## config.mk

```make
export PLATFORM = sky130hd
export DESIGN_NAME = ds18b20_ctrl
export DESIGN_NICKNAME = d
export VERILOG_FILES = /design/src/rtl/ds18b20_ctrl.sv
export SDC_FILE = /design/constraint.sdc
export NUM_CORES = 1
export LEC_CHECK = 0
export ABC_AREA = 0
export BUFFER_PORTS_ARGS = -buffer_cell sky130_fd_sc_hd__buf_2
export CORE_MARGIN = 5
export CORE_UTILIZATION = 50
export DETAILED_ROUTE_END_ITERATION = 10
export PLACE_DENSITY = 0.71
export SLEW_MARGIN = 30
export SYNTH_ARGS = -nofsm -noshare
export SYNTH_HDL_FRONTEND = slang
export SYNTH_SLANG_ARGS = --single-unit
```

## constraint.sdc

```tcl
create_clock -name clk -period 2.5 [get_ports clk]
set_input_delay 0.5 -clock clk [delete_from_list [all_inputs] [get_ports clk]]
set_output_delay 0.5 -clock clk [all_outputs]
set_load 0.02 [all_outputs]
```

## src/rtl/ds18b20_ctrl.sv

```systemverilog
// 1-Wire master running a complete DS18B20 read on a single start pulse:
// reset/presence, CC 44, conversion wait, reset/presence, CC BE, 9-byte read, CRC8 check.
module ds18b20_ctrl #(
  parameter int CLK_FREQ_HZ  = 50_000_000,
  parameter int CONV_WAIT_US = 750_000
) (
  input  logic        clk,
  input  logic        rst_n,
  input  logic        start,
  output logic        busy,
  output logic        done,
  output logic [15:0] temp_data,
  output logic        temp_valid,
  output logic        presence_err,
  output logic        crc_err,
  output logic        dq_oe,
  input  logic        dq_in
);

  localparam int TICK_DIV = (CLK_FREQ_HZ / 1_000_000 > 0) ? CLK_FREQ_HZ / 1_000_000 : 1;
  localparam int PRESC_W  = (TICK_DIV > 1) ? $clog2(TICK_DIV) : 1;

  // Timer compare values are "last count" values: a phase of N us ends on its Nth tick.
  localparam logic [31:0] RST_LOW_LAST   = 32'd479;
  localparam logic [31:0] PRES_LAST      = 32'd69;
  localparam logic [31:0] RST_TOTAL_LAST = 32'd479;
  localparam logic [31:0] SLOT_LAST      = 32'd69;
  localparam logic [31:0] WR1_LOW_LAST   = 32'd5;
  localparam logic [31:0] WR0_LOW_LAST   = 32'd59;
  localparam logic [31:0] RD_LOW_LAST    = 32'd5;
  localparam logic [31:0] RD_SAMPLE_LAST = 32'd13;
  localparam logic [31:0] CONV_LAST      = 32'(CONV_WAIT_US - 1);

  localparam logic [7:0] CMD_SKIP_ROM = 8'hCC;
  localparam logic [7:0] CMD_CONVERT  = 8'h44;
  localparam logic [7:0] CMD_READ_SP  = 8'hBE;

  typedef enum logic [3:0] {
    IDLE, RST_LOW, RST_SAMPLE, RST_RECOVER, WR_SLOT, RD_SLOT, CONV_WAIT, CHECK, FINISH
  } state_t;

  state_t             state_reg;
  logic [PRESC_W-1:0] presc_reg;
  logic               tick;
  logic [1:0]         dq_sync_reg;
  logic               dq_s;
  logic [31:0]        us_cnt_reg;
  logic               phase_reg;
  logic               cmd_idx_reg;
  logic [7:0]         tx_byte_reg;
  logic [2:0]         bit_cnt_reg;
  logic [6:0]         rd_cnt_reg;
  logic [7:0]         rx_byte_reg;
  logic [7:0]         crc_reg;
  logic [15:0]        hold_reg;

  logic [7:0]         rx_next;
  logic [7:0]         crc_next;
  logic [31:0]        wr_low_last;

  assign tick = (presc_reg == PRESC_W'(TICK_DIV - 1));
  assign dq_s = dq_sync_reg[1];

  always_ff @(posedge clk or negedge rst_n) begin
    if (!rst_n) begin
      presc_reg <= '0;
    end else if (tick) begin
      presc_reg <= '0;
    end else begin
      presc_reg <= presc_reg + 1'b1;
    end
  end

  // Idle bus level is high, so the synchronizer resets to 1.
  always_ff @(posedge clk or negedge rst_n) begin
    if (!rst_n) begin
      dq_sync_reg <= 2'b11;
    end else begin
      dq_sync_reg <= {dq_sync_reg[0], dq_in};
    end
  end

  always_comb begin
    rx_next     = {dq_s, rx_byte_reg[7:1]};
    crc_next    = {1'b0, crc_reg[7:1]} ^ ((crc_reg[0] ^ dq_s) ? 8'h8C : 8'h00);
    wr_low_last = tx_byte_reg[0] ? WR1_LOW_LAST : WR0_LOW_LAST;
  end

  always_ff @(posedge clk or negedge rst_n) begin
    if (!rst_n) begin
      state_reg    <= IDLE;
      us_cnt_reg   <= '0;
      phase_reg    <= 1'b0;
      cmd_idx_reg  <= 1'b0;
      tx_byte_reg  <= '0;
      bit_cnt_reg  <= '0;
      rd_cnt_reg   <= '0;
      rx_byte_reg  <= '0;
      crc_reg      <= '0;
      hold_reg     <= '0;
      busy         <= 1'b0;
      done         <= 1'b0;
      temp_data    <= '0;
      temp_valid   <= 1'b0;
      presence_err <= 1'b0;
      crc_err      <= 1'b0;
      dq_oe        <= 1'b0;
    end else begin
      done <= 1'b0;
      case (state_reg)
        IDLE: begin
          if (start) begin
            busy         <= 1'b1;
            temp_valid   <= 1'b0;
            presence_err <= 1'b0;
            crc_err      <= 1'b0;
            phase_reg    <= 1'b0;
            us_cnt_reg   <= '0;
            dq_oe        <= 1'b1;
            state_reg    <= RST_LOW;
          end
        end

        RST_LOW: begin
          if (tick) begin
            if (us_cnt_reg == RST_LOW_LAST) begin
              us_cnt_reg <= '0;
              dq_oe      <= 1'b0;
              state_reg  <= RST_SAMPLE;
            end else begin
              us_cnt_reg <= us_cnt_reg + 32'd1;
            end
          end
        end

        // us_cnt keeps running across SAMPLE and RECOVER, both measured from release.
        RST_SAMPLE: begin
          if (tick) begin
            us_cnt_reg <= us_cnt_reg + 32'd1;
            if (us_cnt_reg == PRES_LAST) begin
              if (dq_s) begin
                presence_err <= 1'b1;
                state_reg    <= FINISH;
              end else begin
                state_reg <= RST_RECOVER;
              end
            end
          end
        end

        RST_RECOVER: begin
          if (tick) begin
            if (us_cnt_reg == RST_TOTAL_LAST) begin
              us_cnt_reg  <= '0;
              cmd_idx_reg <= 1'b0;
              tx_byte_reg <= CMD_SKIP_ROM;
              bit_cnt_reg <= '0;
              dq_oe       <= 1'b1;
              state_reg   <= WR_SLOT;
            end else begin
              us_cnt_reg <= us_cnt_reg + 32'd1;
            end
          end
        end

        WR_SLOT: begin
          if (tick) begin
            if (us_cnt_reg == SLOT_LAST) begin
              us_cnt_reg <= '0;
              if (bit_cnt_reg != 3'd7) begin
                bit_cnt_reg <= bit_cnt_reg + 3'd1;
                tx_byte_reg <= {1'b0, tx_byte_reg[7:1]};
                dq_oe       <= 1'b1;
              end else if (!cmd_idx_reg) begin
                cmd_idx_reg <= 1'b1;
                bit_cnt_reg <= '0;
                tx_byte_reg <= phase_reg ? CMD_READ_SP : CMD_CONVERT;
                dq_oe       <= 1'b1;
              end else if (!phase_reg) begin
                state_reg <= CONV_WAIT;
              end else begin
                rd_cnt_reg <= '0;
                crc_reg    <= '0;
                dq_oe      <= 1'b1;
                state_reg  <= RD_SLOT;
              end
            end else begin
              us_cnt_reg <= us_cnt_reg + 32'd1;
              if (us_cnt_reg == wr_low_last) begin
                dq_oe <= 1'b0;
              end
            end
          end
        end

        RD_SLOT: begin
          if (tick) begin
            if (us_cnt_reg == SLOT_LAST) begin
              us_cnt_reg <= '0;
              if (rd_cnt_reg == 7'd71) begin
                state_reg <= CHECK;
              end else begin
                rd_cnt_reg <= rd_cnt_reg + 7'd1;
                dq_oe      <= 1'b1;
              end
            end else begin
              us_cnt_reg <= us_cnt_reg + 32'd1;
              if (us_cnt_reg == RD_LOW_LAST) begin
                dq_oe <= 1'b0;
              end
              if (us_cnt_reg == RD_SAMPLE_LAST) begin
                rx_byte_reg <= rx_next;
                crc_reg     <= crc_next;
                if (rd_cnt_reg == 7'd7) begin
                  hold_reg[7:0] <= rx_next;
                end
                if (rd_cnt_reg == 7'd15) begin
                  hold_reg[15:8] <= rx_next;
                end
              end
            end
          end
        end

        CONV_WAIT: begin
          if (tick) begin
            if (us_cnt_reg == CONV_LAST) begin
              us_cnt_reg <= '0;
              phase_reg  <= 1'b1;
              dq_oe      <= 1'b1;
              state_reg  <= RST_LOW;
            end else begin
              us_cnt_reg <= us_cnt_reg + 32'd1;
            end
          end
        end

        // Running the CRC over all nine bytes, including the CRC byte, leaves zero.
        CHECK: begin
          if (crc_reg == 8'h00) begin
            temp_data  <= hold_reg;
            temp_valid <= 1'b1;
          end else begin
            crc_err <= 1'b1;
          end
          state_reg <= FINISH;
        end

        FINISH: begin
          done      <= 1'b1;
          busy      <= 1'b0;
          state_reg <= IDLE;
        end

        default: begin
          dq_oe     <= 1'b0;
          state_reg <= IDLE;
        end
      endcase
    end
  end

endmodule
```

==> summary.md, run 1 <==
| Metric | Value |
|---|---|
| Status | finished clean |
| Remaining antenna violation count after routing | 0 |
| Starting Density | 51.5% |
| Fmax | 0.410 GHz |
| Nets | 674 |
| CTS root buf | clkbuf_16 |
| Ant diodes | 0 |
| Worst Hold Class | in -> async |
| Residual DRC | 0 |
| Peak VDD IR | 0.000504 V |
| Leak pwr | 3.32 nW |
| Rows | 39 |
| DRT iter0 DRCs | 445 |
| Logic pwr share | 1.1% |
| NetSw | 1.04 mW |
| Hold_ws | 0.0709 ns |
| Final Cell Area | 7410 µm² |
| Global route total overflow | 0 |
| Sequential share of power | 43.6% |
| Cells after Synth | 590 |
| Vias in the first global route | 5061 |
| Synth Cell Area | 5960 µm² |
| Drt first pass iters | 5 |
| Rel. slew slack | 52.5% |
| Port buffer count | 25 |
| CP required | 2.81 ns |
| DIE HEIGHT | 119 µm |
| Least-Margin Pin Slew | 0.707 ns |
| Fin cells | 819 |
| Final hold violations | 0 |
| Period Utilization, post-route | 97.6% |
| Sw frac | 23.9% |
| CTS H-tree lvls | 4 |
| Gpl congestion | 0.940 |
| Final WL | 14800 µm |
| Post-synth EDFFs | 0 |
| GRT Util Overall | 21.8% |
| Reg2reg setup slack | 0.06 ns |
| CTS clk-pin slew, worst paths | 0.06 ns |
| Power share of the clock group | 55.3% |
| Dpl cell area | 6630 µm² |
| CTS tree | built |
| Synthesized Nets | 601 |
| Max cap viols | 0 |
| DP Cell Count | 783 |
| Tot Pwr | 4.36 mW |
| Die Area | 14200 µm² |
| CTS Buf Count | 17 |
| Crit. End Element | register |
| Avg Inst Size Synth | 10.1 µm² |
| Pwr/cell area | 588 nW/µm² |
| Hold_buf cts | 0 |
| First-pass GRT wire length | 25000 µm |
| Largest net degree at the start of global routing | 43 |
| Crit path max fanout | 8 |
| Max Slew Vio Count | 0 |
| Die Width | 119 µm |
| I/O pin count | 26 |
| Largest register FFs | 32 |
| Clock sink count | 117 |
| Top FF cell, synth | dfrtp_1 |
| Area Growth Syn to Fin | 24.3% |
| Setup CP Type | reg -> reg |
| Synth async-reset ratio | 100% |
| Post-DR wirelength/cell | 18.1 µm |
| Seq/Total Area, Yosys | 49.2% |
| Ratio of cells with drive above 1 in the final layout | 29.1% |
| CP Launch Type | register |
| Initial antenna violation count | 0 |
| Skew-Pair Late Insertion Delay | 0.42 ns |
| Clock Skew | 0.0102 ns |
| Longest Clk Path Bufs | 2 |
| Tmin final | 2.44 ns |
| Seq cells post-synth | 117 |
| P_int | 3.32 mW |
| Worst Path Arrival | 2.74 ns |
| Yosys warns | 0 |
| Via Count | 4849 |
| Vias per inst | 5.92 |
| Synth unique cells | 68 |
| HPWL Detailed | 9980 µm |
| Core Area | 11600 µm² |
| Setup violations, final | 0 |
## cells by family (layout without fill, tap and decap cells)
kind of cell	after synthesis	after routing	synth area share [%]
buf+inv	50	136	3.30
fa+ha+maj	7	7	1.47
compound gates	106	106	11.6
xor+xnor	22	22	3.23
simple gates	241	241	22.3
mux	47	47	8.82
flops	117	117	49.2
## per-layer routing
layer	wire length (µm)	track usage, %
met1	6300	27.1
met2	7680	37.0
met3	657	5.69
met4	151	7.17
met5	0	0
## area by class of cell
type | count | area (µm²)
flip-flops and latches | 117 | 2930
fillers | 892 | 4160
clock inverters | 15 | 160
clock buffers | 17 | 425
multi-input cells | 423 | 3030
inverters | 19 | 71.3
well taps | 143 | 179
repair buffers | 85 | 607
## timing repair
item / in CTS / in global routing
gates resized for setup: 6 / 26
pin swaps: 0 / 4
setup buffers: 0 / 4
setup endpoints to repair: 20 / 68
## synth_stat cells (all sizes together) (5+ instances only)
master	count	area (µm²)
nand2b	7	43.8
o21ai	42	210
buf	5	27.5
a21oi	14	70.1
nor2b	7	43.8
nor4	18	153
nand4	12	81.3
o31ai	12	90.1
a22o	9	78.8
and3	5	31.3
xnor2	18	158
or2	5	31.3
dfrtp	115	2880
mux2	44	495
nor3	19	95.1
ha	7	87.6
nor2	57	214
nand2	49	184
nand3	28	165
or3	6	42.5
and2	6	37.5
inv	19	71.3
clkbuf	26	97.6
## power by group through the flow
stage	clock [mW]	sequential, mW	combinational, mW
3_3_place_gp	0	1.93	0.0488
2_1_floorplan	0	1.93	0.00368
3_5_place_dp	0	1.93	0.0501
5_1_grt	2.56	1.90	0.0561
4_1_cts	2.44	1.90	0.0506
6_report	2.41	1.90	0.0474
## critical path: stages, from the launching register on
cell and delay (ns):
dfrtp_1 0.42, nor4_2 0.39, nand4_4 0.18, or3_4 0.39
nor4_4 0.23, buf_6 0.16, nand3_4 0.17, mux2_4 0.37
## stage by stage
step / setup WS (ns) / util, % / setup TNS [ns]
2_1_floorplan: -0.0274 / - / -0.196
3_3_place_gp: -0.0435 / 57.3 / -0.122
3_5_place_dp: -0.127 / 57.3 / -0.908
4_1_cts: 0.00377 / 62.6 / 0
5_1_grt: -0.0202 / 64.0 / -0.0861
6_report: 0.0612 / 64.0 / 0
## cells in the final DEF (no fill, tap or decap), types with 9 or more instances in the layout
cell | Yosys | routed
xnor2_1 | 18 | 18
nor4_1 | 13 | 9
mux2_2 | 30 | 30
inv_1 | 18 | 18
buf_4 | 1 | 58
o21ai_0 | 42 | 40
nand3_1 | 26 | 26
buf_2 | 4 | 24
a21oi_1 | 14 | 14
clkbuf_16 | 0 | 17
dfrtp_1 | 115 | 114
nand4_1 | 11 | 11
nand2_1 | 49 | 48
a22o_1 | 9 | 9
nor2_1 | 57 | 56
nor3_1 | 19 | 18
## worst paths after layout
kind	start	endpoint	cells past startpoint
setup / recovery	us_cnt_reg[26]	hold_reg[5]	7
min in group clk	dq_in	dq_sync_reg[0]	1
setup reg to reg	us_cnt_reg[26]	hold_reg[5]	7
hold / removal	rst_n	crc_reg[6]	1
hold reg to reg	dq_sync_reg[0]	dq_sync_reg[1]	0
max in group asynchronous	rst_n	hold_reg[14]	2
(Power assumes the default switching activity.)
==> run 2, diff against run 1 <==
Settings changed: RECOVER_POWER set to 25.
==> run 2 against run 1 <==
Effect of this change:
- power down 0.17%
- cell area down 0.24%
- maximum frequency about the same
- core utilization down 0.15 points
- die area unchanged
- via count about the same
- first-iteration DRC count down 3.8%
- combinational power down 7.6%
- sequential cell count unchanged
- sequential share of layout area up 0.094 points
- register-to-register slack about the same
- sequential power about the same
- critical path type unchanged
- largest power group unchanged
- highest routed layer unchanged
==> summary.md, run 2 (synthesis gave the netlist of run 1 again) <==
| Metric | Value |
|---|---|
| Status | finished clean |
| Cell family with most CP delay | simple AND/OR/NAND/NOR gates |
| Ratio of cells with drive above 1 in the final layout | 29.1% (unchanged) |
| Fin cells | 819 (unchanged) |
| Reg-to-reg startpoint | us_cnt_reg[26] |
| Rows | 39 (unchanged) |
| I/O pin count | 26 (unchanged) |
| Final hold violations | 0 (unchanged) |
| Remaining antenna violation count after routing | 0 (unchanged) |
| CP Launch Type | register |
| Setup violations, final | 0 (unchanged) |
| Post-DR wirelength/cell | 18.0 µm (-0.49%) |
| Ant diodes | 0 (unchanged) |
| Drt first pass iters | 5 (unchanged) |
| Largest stage delay on the critical path | 0.42 ns (about the same) |
| Reg2reg setup slack | 0.06 ns (about the same) |
| RR Endpoint | hold_reg[5] |
| Worst hold stages | 1 |
| Skew-Pair Late Insertion Delay | 0.42 ns (about the same) |
| Vias per inst | 5.93 (about the same) |
| Longest Clk Path Bufs | 2 (unchanged) |
| HPWL Detailed | 9980 µm (unchanged) |
| Largest net degree at the start of global routing | 43 (unchanged) |
| Period Utilization, post-route | 97.6% (about the same) |
| Port buffer count | 25 (unchanged) |
| Worst Path Arrival | 2.74 ns (about the same) |
| Crit path max fanout | 8 (unchanged) |
| DIE HEIGHT | 119 µm (unchanged) |
| Final worst setup slack | 0.0602 ns (-0.000966 ns) |
| Final WL | 14700 µm (-0.49%) |
| CTS H-tree lvls | 4 (unchanged) |
| Core Area | 11600 µm² (unchanged) |
| Worst Hold Class | in -> reg |
| Setup CP Type | reg -> reg |
| Crit. End Element | register |
| Commonest cells after routing, fill and taps aside | dfrtp_1 (114), buf_4 (57), nor2_1 (56), nand2_1 (48), o21ai_0 (40) |
| Clock sink count | 117 (unchanged) |
| Tmin final | 2.44 ns (+0.000966 ns) |
| FF-to-FF path depth | 7 (unchanged) |
| Die Area | 14200 µm² (unchanged) |
| Worst hold endpoint | dq_sync_reg[0] |
| Peak VDD IR | 0.000504 V (about the same) |
| Hold Path Origin | dq_in |
| Area Growth Syn to Fin | 24.0% |
| CTS Buf Count | 17 (unchanged) |
| CP required | 2.81 ns (about the same) |
| Vias in the first global route | 5061 (unchanged) |
| Least-Margin Pin Slew | 1.04 ns (+0.334 ns) |
| Gpl congestion | 0.940 (unchanged) |
| Clock Skew | 0.0104 ns (+0.000248 ns) |
| CTS clk-pin slew, worst paths | 0.06 ns (about the same) |
| Initial antenna violation count | 0 (unchanged) |
| Global route total overflow | 0 (unchanged) |
| Max cap viols | 0 (unchanged) |
| Worst path cell trace | nor4_2, nand4_4, or3_4, nor4_4, buf_6, nand3_4, mux2_4 |
| Largest register FFs | 32 (unchanged) |
| Max Slew Vio Count | 0 (unchanged) |
| GRT Util Overall | 21.8% (unchanged) |
| Fmax | 0.410 GHz (about the same) |
| Die Width | 119 µm (unchanged) |
| DP Cell Count | 783 (unchanged) |
| Most common cell after layout, fill and taps aside | dfrtp_1 |
| Rel. slew slack | 30.6% (-22 points) |
| Worst slack, placed | -0.127 ns (unchanged) |
| Residual DRC | 0 (unchanged) |
| Leak pwr | 3.32 nW (-0.18%) |
| First-pass GRT wire length | 25000 µm (unchanged) |
| CP Buf/Inv Count | 1 (unchanged) |
| CTS root buf | clkbuf_16 |
| Nets | 674 (unchanged) |
| Pwr/cell area | 589 nW/µm² (about the same) |
| Starting Density | 51.5% (unchanged) |
| DRT iter0 DRCs | 428 (-3.8%) |
| Worst path slowest cell | dfrtp_1 |
| Via Count | 4853 (+0.082%) |
| CTS tree | built |
| Final TNS setup | 0 ns (unchanged) |
run 2: changes by cell type in the layout (fill, tap and decap cells not counted):
cell / change
buf_4: -1
buf_12: -1
clkbuf_2: +2
run 2: how the worst max path moves through the flow:
stage / to / slack [ns] / startpoint / cells past startpoint
4_1_cts: us_cnt_reg[23] / 0.004 / presc_reg[1] / 8
5_1_grt: hold_reg[5] / -0.02 / us_cnt_reg[26] / 7
3_3_place_gp: rd_cnt_reg[5] / -0.04 / us_cnt_reg[18] / 7
3_5_place_dp: rd_cnt_reg[5] / -0.13 / us_cnt_reg[1] / 9
6_report: hold_reg[5] / 0.06 / us_cnt_reg[26] / 7
2_1_floorplan: hold_reg[0] / -0.03 / us_cnt_reg[11] / 6
run 2: per-layer routing:
metal,routed length (µm),global-route usage [%]
met3,714,5.69
met2,7600,37.0
met1,6230,27.1
met4,173,7.17
met5,0,0
run 2: what timing repair did:
action | 4_1_cts | 5_1_grt
buffers inserted | 0 | 4
resized for setup | 6 | 26
hold endpoints to repair | 0 | 0
pin swaps | 0 | 4
hold buffers | 0 | 0
endpoints found under the setup margin | 20 | 68
run 2: final cells by class:
| type | instances | area, µm² |
|---|---|---|
| Inverter | 19 | 71.3 |
| Tap cell | 143 | 179 |
| Multi-Input combinational cell | 423 | 3030 |
| Fill cell | 895 | 4180 |
| Clock inverter | 15 | 160 |
| Clock buffer | 17 | 425 |
| Sequential cell | 117 | 2930 |
| Timing Repair Buffer | 85 | 589 |
run 2: metrics by stage:
step / util (%) / power, mW / instance area [µm²] / hold slack, ns
after floorplan: - / 1.94 / 6010 / 0.204
after global placement: 57.3 / 1.98 / 6630 / 0.352
after detailed placement: 57.3 / 1.98 / 6630 / 0.348
after CTS: 62.6 / 4.39 / 7240 / 0.0890
after global routing: 63.9 / 4.51 / 7390 / 0.158
final: 63.9 / 4.35 / 7390 / 0.174
run 2: power by group:
group | total (mW) | switching, mW | internal, mW | leakage, nW
sequential | 1.90 | 0.00287 | 1.90 | 1.57
clock | 2.41 | 0.994 | 1.41 | 0.284
combinational | 0.0438 | 0.0387 | 0.00516 | 1.46
total | 4.35 | 1.04 | 3.31 | 3.32
==> run 3, diff against run 2 <==
Settings changed: CTS_CLUSTER_DIAMETER set to 30, PLACE_DENSITY 0.71 to 0.69.
Clock period 2.5 ns to 3 ns, I/O delays scaled along.
==> run 3 against run 2 <==
Effect of this change:
- the run now ends with capacitance limit, slew limit left
- worst hold slack better by 0.10 ns
- first-iteration DRC count down 27%
- non-clock buffer count down 37
- clock skew down 0.0028 ns
- critical path type unchanged
- largest cell class is now registers
- cell count down 4.5%
- die area unchanged
==> summary.md, run 3 (synthesis gave the netlist of run 1 again) <==
| Metric | Value |
|---|---|
| Remaining antenna violation count after routing | 0 (unchanged) |
| Skew-Pair Late Insertion Delay | 0.42 ns (about the same) |
| Fmax | 0.369 GHz (-10%) |
| HPWL Detailed | 8760 µm (-12%) |
| Gpl congestion | 0.879 (-6.5%) |
| Rel. slew slack | -53.5% (-84 points) |
| Ratio of cells with drive above 1 in the final layout | 20.3% (-8.8 points) |
| Longest Clk Path Bufs | 2 (unchanged) |
| Worst path cell trace | nor4_1, nand4_2, or3_4, nor4_4, nand3_4, mux2_1 |
| Die Width | 119 µm (unchanged) |
| CP required | 3.30 ns (+0.49 ns) |
| Via Count | 4535 (-6.6%) |
| Fin util | 60.0% (-3.9 points) |
| Vias per inst | 5.80 (-2.1%) |
| CTS root buf | clkbuf_16 |
| Initial antenna violation count | 0 (unchanged) |
| Final TNS setup | 0 ns (unchanged) |
| CTS Buf Count | 17 (unchanged) |
| Largest register FFs | 32 (unchanged) |
| Clock Skew | 0.00759 ns (-0.00285 ns) |
| Commonest cells after routing, fill and taps aside | dfrtp_1 (115), nor2_1 (57), nand2_1 (49), o21ai_0 (42), mux2_2 (30) |
| Peak VDD IR | 0.000391 V (-22%) |
| Rows | 39 (unchanged) |
| Vias in the first global route | 4437 (-12%) |
| Global route total overflow | 0 (unchanged) |
| Reg2reg setup slack | 0.29 ns (+0.23 ns) |
| Nets | 637 (-5.5%) |
| Final WL | 12600 µm (-14%) |
| Area Growth Syn to Fin | 16.6% |
| Leak pwr | 3.08 nW (-7.2%) |
| Worst path slowest cell | nor4_4 |
| RSZ-0062 raised after global routing | false |
| CTS H-tree lvls | 4 (unchanged) |
| Hold_buf cts | 0 (unchanged) |
| CP Buf/Inv Count | 0 (-1) |
| Least-Margin Pin Slew | 2.30 ns (+1.26 ns) |
| Failing checks | capacitance limit, slew limit |
| Worst Path Arrival | 3.01 ns (+0.27 ns) |
| Max cap viols | 1 (+1) |
| Post-DR wirelength/cell | 16.2 µm (-10%) |
| Clock sink count | 117 (unchanged) |
| Max Slew Vio Count | 43 (+43) |
| Crit path max fanout | 9 (+1) |
| First-pass GRT wire length | 21900 µm (-12%) |
| Residual DRC | 0 (unchanged) |
| Setup violations, final | 0 (unchanged) |
| Die Area | 14200 µm² (unchanged) |
| I/O pin count | 26 (unchanged) |
| Tmin final | 2.71 ns (+0.271 ns) |
| Period Utilization, post-route | 90.3% (-7.2 points) |
| GRT Util Overall | 19.0% (-2.7 points) |
| Largest stage delay on the critical path | 0.43 ns (about the same) |
| Cell family with most CP delay | simple AND/OR/NAND/NOR gates |
| Post-CTS Setup Bufs | 0 (unchanged) |
| Post-CTS sizing | 0 (-6) |
| DIE HEIGHT | 119 µm (unchanged) |
| Crit. End Element | register |
| Status | finished with violations |
| Port buffer count | 25 (unchanged) |
| Final hold violations | 0 (unchanged) |
| DRT iter0 DRCs | 312 (-27%) |
| Pwr/cell area | 535 nW/µm² (-9.1%) |
| Drt first pass iters | 5 (unchanged) |
| Most common cell after layout, fill and taps aside | dfrtp_1 |
| Core Area | 11600 µm² (unchanged) |
| CP Launch Type | register |
| CTS clk-pin slew, worst paths | 0.06 ns (about the same) |
| Setup CP Type | reg -> reg |
| Ant diodes | 0 (unchanged) |
| Largest net degree at the start of global routing | 54 (+26%) |
| Starting Density | 51.5% (unchanged) |
| Worst Hold Class | in -> reg |
| CTS tree | built |
-- run 3: area by class of cell --
cell class,instances,area [µm²]
Fill cell,934,4620
Sequential cell,117,2930
Multi-Input combinational cell,423,2840
Clock buffer,19,443
Timing Repair Buffer,48,309
Tap cell,143,179
Clock inverter,13,175
Inverter,19,71.3
-- run 3: through the flow --
stage                     setup WS (ns)  instance area (µm²)  hold slack, ns  power, mW  std cells
final                             0.290                 6940           0.274       3.71        782
after global routing             0.0947                 6940           0.258       3.84        782
after CTS                         0.316                 6950           0.170       3.75        782
after detailed placement          0.328                 6330           0.348       1.65        750
after global placement            0.307                 6330           0.346       1.65        750
after floorplan                   0.432                 5960           0.304       1.61        590
-- run 3: power breakdown --
| part | internal, mW | switching, mW | total (mW) |
|---|---|---|---|
| combinational | 0.00582 | 0.0316 | 0.0374 |
| sequential | 1.58 | 0.00233 | 1.58 |
| clock | 1.34 | 0.756 | 2.09 |
-- run 3: worst register-to-register path, delay by kind of cell (launching register included) --
kind             cells  cell delay (ns)
and+or+nand+nor      5             1.82
DFF                  1             0.41
muxes                1             0.37
-- run 3: per-layer routing --
metal	vias up	GRT usage (%)	part of all wire, %
met5	-	0	0
met4	0	6.30	1.4
met3	19	5.45	4.2
met2	98	30.0	47
met1	2207	25.4	47
li1	2211	-	-
-- run 3: final timing paths --
| check | depth (start not counted) | endpoint | start |
|---|---|---|---|
| max reg2reg | 6 | hold_reg[11] | us_cnt_reg[28] |
| min reg2reg | 0 | dq_sync_reg[1] | dq_sync_reg[0] |
| max in group asynchronous | 2 | us_cnt_reg[18] | rst_n |
| max | 6 | hold_reg[11] | us_cnt_reg[28] |
| min | 1 | dq_sync_reg[0] | dq_in |
| min in group asynchronous | 1 | temp_data[3] | rst_n |
